--- src/rtl/spi_slave_ram_if.sv ---
// ---------------------------------------------------------------------------
// spi_slave_ram_if
//   SPI slave bridging an external master to the single-port RAM wrapper.
//   A frame is a command-MSB bit followed by DATA_W+2 payload bits
//   ({cmd[1:0], word}). The payload is presented to the RAM on rx_data with a
//   one-cycle rx_valid. Read-data frames then wait for tx_valid and shift the
//   RAM word back out on MISO. clk is the SPI bit clock; MOSI/SS_n are
//   synchronous to it.
//
// Parameters
//   DATA_W     RAM address/data width
//   MSB_FIRST  word bit order on MOSI/MISO (cmd bits are always sent first)
//   RD_TMO     cycles to wait for tx_valid before flagging frame_err
//
// Ports
//   clk        bit clock, all logic on posedge
//   rst        asynchronous active-high reset
//   SS_n       slave select, active low; high ends or aborts the frame
//   MOSI       serial data from master
//   tx_valid   RAM read data valid (only looked at while awaiting read data)
//   tx_data    RAM read data
//   MISO       registered serial data to master
//   rx_valid   one-cycle pulse, rx_data holds a complete frame
//   rx_data    {cmd[1:0], word} to RAM, held between frames
//   frame_err  one-cycle pulse on aborted frame or read timeout
//   busy       high whenever the FSM is not idle
//
// state     | meaning
// ----------+------------------------------------------------------------
// IDLE      | waiting for SS_n low
// CHK_CMD   | sample command MSB, pick WRITE / READ_ADD / READ_DATA
// WRITE     | shift in payload, deliver it, then ignore MOSI until SS_n high
// READ_ADD  | shift in payload, deliver it, mark read address pending
// READ_DATA | shift in payload, deliver it, then wait (bounded) for tx_valid
// TX        | shift the latched RAM word out on MISO
// ---------------------------------------------------------------------------
module spi_slave_ram_if #(
    parameter int DATA_W    = 8,
    parameter bit MSB_FIRST = 1'b1,
    parameter int RD_TMO    = 15
) (
    input  logic              clk,
    input  logic              rst,
    input  logic              SS_n,
    input  logic              MOSI,
    input  logic              tx_valid,
    input  logic [DATA_W-1:0] tx_data,
    output logic              MISO,
    output logic              rx_valid,
    output logic [DATA_W+1:0] rx_data,
    output logic              frame_err,
    output logic              busy
);

    localparam int CNT_W = $clog2(DATA_W + 3);
    localparam int TMO_W = $clog2(RD_TMO + 1);

    localparam logic [CNT_W-1:0] FRAME_CNT = CNT_W'(DATA_W + 2);
    localparam logic [CNT_W-1:0] WORD_CNT  = CNT_W'(DATA_W);
    localparam logic [CNT_W-1:0] CMD_CNT   = CNT_W'(2);
    localparam logic [TMO_W-1:0] TMO_LOAD  = TMO_W'(RD_TMO);

    typedef enum logic [2:0] {
        IDLE,
        CHK_CMD,
        WRITE,
        READ_ADD,
        READ_DATA,
        TX
    } state_t;

    state_t              state_q, state_d;
    logic [CNT_W-1:0]    cnt_q, cnt_d;
    logic [TMO_W-1:0]    tmo_q, tmo_d;
    logic                done_q, done_d;
    logic [1:0]          cmd_q, cmd_d;
    logic [DATA_W-1:0]   sreg_q, sreg_d;
    logic                miso_q, miso_d;
    logic                rx_valid_q, rx_valid_d;
    logic [DATA_W+1:0]   rx_data_q, rx_data_d;
    logic                frame_err_q, frame_err_d;
    logic                rd_addr_pend_q, rd_addr_pend_d;

    always_ff @(posedge clk or posedge rst) begin
        if (rst) begin
            state_q        <= IDLE;
            cnt_q          <= '0;
            tmo_q          <= '0;
            done_q         <= 1'b0;
            cmd_q          <= '0;
            sreg_q         <= '0;
            miso_q         <= 1'b0;
            rx_valid_q     <= 1'b0;
            rx_data_q      <= '0;
            frame_err_q    <= 1'b0;
            rd_addr_pend_q <= 1'b0;
        end else begin
            state_q        <= state_d;
            cnt_q          <= cnt_d;
            tmo_q          <= tmo_d;
            done_q         <= done_d;
            cmd_q          <= cmd_d;
            sreg_q         <= sreg_d;
            miso_q         <= miso_d;
            rx_valid_q     <= rx_valid_d;
            rx_data_q      <= rx_data_d;
            frame_err_q    <= frame_err_d;
            rd_addr_pend_q <= rd_addr_pend_d;
        end
    end

    // done_q marks that the current phase has finished (payload delivered,
    // or TX word fully shifted out). An SS_n exit before that is an abort.
    // In READ_DATA after delivery, tmo_q counts down the remaining wait;
    // reaching zero without tx_valid means the timeout already fired.
    always_comb begin
        state_d        = state_q;
        cnt_d          = cnt_q;
        tmo_d          = tmo_q;
        done_d         = done_q;
        cmd_d          = cmd_q;
        sreg_d         = sreg_q;
        miso_d         = miso_q;
        rx_valid_d     = 1'b0;
        rx_data_d      = rx_data_q;
        frame_err_d    = 1'b0;
        rd_addr_pend_d = rd_addr_pend_q;

        if (state_q != IDLE && SS_n) begin
            state_d     = IDLE;
            cnt_d       = '0;
            tmo_d       = '0;
            done_d      = 1'b0;
            cmd_d       = '0;
            sreg_d      = '0;
            miso_d      = 1'b0;
            frame_err_d = !done_q;
        end else begin
            case (state_q)
                IDLE: begin
                    if (!SS_n) begin
                        state_d = CHK_CMD;
                    end
                end

                CHK_CMD: begin
                    cnt_d  = '0;
                    done_d = 1'b0;
                    if (!MOSI) begin
                        state_d = WRITE;
                    end else if (rd_addr_pend_q) begin
                        state_d = READ_DATA;
                    end else begin
                        state_d = READ_ADD;
                    end
                end

                WRITE, READ_ADD, READ_DATA: begin
                    if (!done_q) begin
                        if (cnt_q != FRAME_CNT) begin
                            if (cnt_q < CMD_CNT) begin
                                cmd_d = {cmd_q[0], MOSI};
                            end else if (MSB_FIRST) begin
                                sreg_d = {sreg_q[DATA_W-2:0], MOSI};
                            end else begin
                                sreg_d = {MOSI, sreg_q[DATA_W-1:1]};
                            end
                            cnt_d = cnt_q + CNT_W'(1);
                        end else begin
                            rx_data_d  = {cmd_q, sreg_q};
                            rx_valid_d = 1'b1;
                            done_d     = 1'b1;
                            if (state_q == READ_ADD) begin
                                rd_addr_pend_d = 1'b1;
                            end
                            if (state_q == READ_DATA) begin
                                tmo_d = TMO_LOAD;
                            end
                        end
                    end else if (state_q == READ_DATA && tmo_q != '0) begin
                        // tx_valid wins over the timeout on the same edge
                        if (tx_valid) begin
                            sreg_d  = tx_data;
                            state_d = TX;
                            cnt_d   = '0;
                            done_d  = 1'b0;
                            tmo_d   = '0;
                        end else begin
                            tmo_d = tmo_q - TMO_W'(1);
                            if (tmo_q == TMO_W'(1)) begin
                                frame_err_d = 1'b1;
                            end
                        end
                    end
                end

                TX: begin
                    if (!done_q) begin
                        if (cnt_q != WORD_CNT) begin
                            if (MSB_FIRST) begin
                                miso_d = sreg_q[DATA_W-1];
                                sreg_d = {sreg_q[DATA_W-2:0], 1'b0};
                            end else begin
                                miso_d = sreg_q[0];
                                sreg_d = {1'b0, sreg_q[DATA_W-1:1]};
                            end
                            cnt_d = cnt_q + CNT_W'(1);
                        end else begin
                            miso_d         = 1'b0;
                            rd_addr_pend_d = 1'b0;
                            done_d         = 1'b1;
                        end
                    end
                end

                default: begin
                    state_d = IDLE;
                end
            endcase
        end
    end

    assign MISO      = miso_q;
    assign rx_valid  = rx_valid_q;
    assign rx_data   = rx_data_q;
    assign frame_err = frame_err_q;
    assign busy      = (state_q != IDLE);

endmodule

--- config.mk ---
export PLATFORM = sky130hd
export DESIGN_NAME = spi_slave_ram_if
export DESIGN_NICKNAME = d
export VERILOG_FILES = /design/src/rtl/spi_slave_ram_if.sv
export SDC_FILE = /design/constraint.sdc
export NUM_CORES = 1
export LEC_CHECK = 0
export BUFFER_PORTS_ARGS = -buffer_cell sky130_fd_sc_hd__buf_2
export CAP_MARGIN = 10
export CORE_MARGIN = 1.5
export CORE_UTILIZATION = 57
export CTS_CLUSTER_SIZE = 25
export DETAILED_ROUTE_END_ITERATION = 8
export PLACE_DENSITY = 0.79
export REMOVE_ABC_BUFFERS = 1
export SYNTH_ARGS = -nofsm -noshare
export SYNTH_HDL_FRONTEND = slang
export SYNTH_SLANG_ARGS = --single-unit
--- constraint.sdc ---
create_clock -name clk -period 3 [get_ports clk]
set_clock_uncertainty 0.1 [all_clocks]
set_input_delay 0.3 -clock clk [delete_from_list [all_inputs] [get_ports clk]]
set_output_delay 0.3 -clock clk [all_outputs]
set_load 0.02 [all_outputs]
==> impl_metrics.ini <==
[grt]
grt_antenna_before_repair = 0
grt_pass1_wl_mm = 7.610
grt_pass1_vias = 1661
grt_max_degree = 37
grt.overflow.total = 0
grt.total_usage_pct = 24.59

[placement]
place_area_mm2 = 0.002203
finalWeightedCongestion = 0.8713
dp_hpwl_mm = 3.049
portBuffers = 26

[layout]
layout-drive-gt1-share_pct = 27.56
area_growth_pct = 12.32
nNetsFinal = 243
diodes = 0
fillers = 244
stdcell_area_mm2 = 0.002293

[floorplanning]
io_pins = 27
rows = 21
die_h_um = 62.86
initial_core_util_pct = 60.24
core_area_mm2 = 0.003390
die_area_mm2 = 0.003951
die_x_um = 62.86

[synth]
async_reset_ff_share_pct = 100.0
synth_flop_cell = dfrtp_1
synth_seq_cells = 36
synth_top_area_share_pct = 44.12
netlist_top_cells_area = dfrtp_1, mux2_2, mux2i_1
avgSynthCellArea_um2 = 10.31
synth_common_cells = dfrtp_1, nor2_1, mux2_2
synth_cell_types = 47
synth_most_common_cell = dfrtp_1
synth_edf_count = 0
ys_seq_area_share_pct = 44.12
netlist_instances = 198
synthesis.area_mm2 = 0.002042
synth_top_area_cell = dfrtp_1
synth_warnings = 0

[drt]
wl_per_cell_um = 16.19
drt_iter0_drc = 76
first_pass_iters = 4
ant_nets = 0
routed_via_density = 6.085
drc_errors = 0
wirelength_mm = 4.387
vias = 1649

[clock_tree]
root_buffer = clkbuf_4
cts_setup_buffers = 0
cts.sinks = 36
h-tree-depth = 2
cts_tree = built
clk_path_buf_depth = 2
clk_pin_slew_ns = 0.12
cts-buffers-inserted = 5
clock_latency_ns = 0.36

[critical_path]
crit_required_ns = 3.15
path_class = reg -> reg
crit_path_start_kind = register
critPathCaptureType = register
cp.arrival_ns = 2.65
critPathMaxFanout = 8

[timing]
rsz0062_at_grt = no
finalSetupViolations = 0
tightest_slew_ns = 0.6996
timing.fmax_mhz = 400.2
max-slew-margin-rel_pct = 53.33
fin_crit_ns = 2.499
hold_viol_final = 0
maxSlewViolCount = 0
post-route-period-util_pct = 83.29
setup_tns_ns = 0

[pwr]
power.leakage_nw = 1.134
ir_worst_vdd_v = 0.0004653
power_frac_comb_pct = 20.8
power.internal_mw = 0.8513
power.density_mw_per_mm2 = 536.8
p_sw_share_pct = 30.85
pwr-share-clk_pct = 28.4
p_seq_share_pct = 50.8
switchingPower_mw = 0.3798

[hold_path]
holdCritPathClass = in -> reg

[status]
status = finished, final reports clean

[job]
cap_violations = 0
critical path, stage by stage (launching register included):
cell and delay (ns):
dfrtp_1 0.42, inv_1 0.09, ha_1 0.19, or3b_1 0.19, and4_1 0.29, nor4_2 0.08, a2111oi_4 0.62, mux2_2 0.41
registers in the layout, summed over array words and instances, names as in the netlist:
signal / flops
sreg_q: 8
MISO: 1
frame_err: 1
rd_addr_pend_q: 1
cnt_q: 4
tmo_q: 4
rx_data: 10
state_q: 3
cmd_q: 2
rx_valid: 1
done_q: 1
worst paths after layout:
path	cells past startpoint	from	endpoint	slack, ns
worst max-delay path	7	tmo_q[0]$_DFFE_PP0P_	sreg_q[2]$_DFFE_PP0P_	0.50
worst min-delay path	3	MOSI	cmd_q[0]$_DFFE_PP0P_	0.20
worst max register to register	7	tmo_q[0]$_DFFE_PP0P_	sreg_q[2]$_DFFE_PP0P_	0.50
worst min register to register	1	rx_data[0]$_DFFE_PP0P_	rx_data[0]$_DFFE_PP0P_	0.41
max in group asynchronous	4	rst	cnt_q[1]$_DFFE_PP0P_	1.96
min in group asynchronous	4	rst	rx_data[6]$_DFFE_PP0P_	0.52
metal layers:
metal  global-route usage (%)  up-vias  routed length [um]
li1                         -      768                   -
met1                    31.44      818                1898
met2                    38.71       53                2148
met3                    6.847       10                 237
met4                    11.67        0                 103
met5                        0        -                   0
metrics by stage:
stage	total power, mW	std cells	worst slack, ns	util (%)	hold slack, ns
floorplan	0.8034	188	0.3233	-	0.2708
global placement	0.8635	262	0.6079	65.01	0.3101
detailed placement	0.8889	262	0.5236	65.01	0.3421
CTS	1.238	271	0.5103	67.66	0.1937
global route	1.297	271	0.3608	67.66	0.2203
finish	1.231	271	0.5014	67.66	0.2036
power groups by stage:
stage / clock [mW] / sequential (mW) / combinational [mW]
final: 0.349 / 0.626 / 0.256
after global routing: 0.373 / 0.638 / 0.287
after CTS: 0.356 / 0.625 / 0.257
after detailed placement: 0 / 0.635 / 0.254
after global placement: 0 / 0.628 / 0.236
after floorplan: 0 / 0.617 / 0.186
area by class of cell:
| type | instances | area, um2 | area share, % |
|---|---|---|---|
| sequential | 36 | 900.9 | 39.28 |
| timing repair buffer | 29 | 155.1 | 6.765 |
| clock buffer | 5 | 37.54 | 1.637 |
| tap | 46 | 57.56 | 2.510 |
| multi-input combinational | 142 | 1062 | 46.32 |
| clock inverter | 3 | 42.54 | 1.855 |
| inverter | 10 | 37.54 | 1.637 |
layout by cell type, fill, tap and decap left out, drive strengths merged, types with 2 or more instances in the layout:
master,synthesis,layout
a21oi,8,8
nor4,3,3
inv,10,10
nand3b,2,2
nand3,3,3
mux2i,10,10
mux2,18,18
o211ai,2,2
and3b,3,3
a31oi,3,3
a32o,2,2
nor2,21,21
buf,3,28
o31ai,2,2
clkbuf,7,5
nor3,5,5
nor3b,2,2
nand2b,3,3
o21a,3,3
dfrtp,36,36
nand2,6,6
ha,6,6
nand4,3,3
and2,4,4
o21ai,15,15
nor2b,2,2
what timing repair did:
item,CTS,global route
hold buffers,1,0
resized for setup,0,0
hold endpoints to repair,36,0
endpoints found under the setup margin,0,0
logic make-up after synthesis:
| kind of cell | share of synthesized area, % |
|---|---|
| simple gates | 17.59 |
| buf+inv | 4.167 |
| flops | 44.12 |
| fa+ha+maj | 3.676 |
| compound gates | 15.63 |
| mux | 14.83 |
No activity file was read; power rests on OpenSTA's default activity.
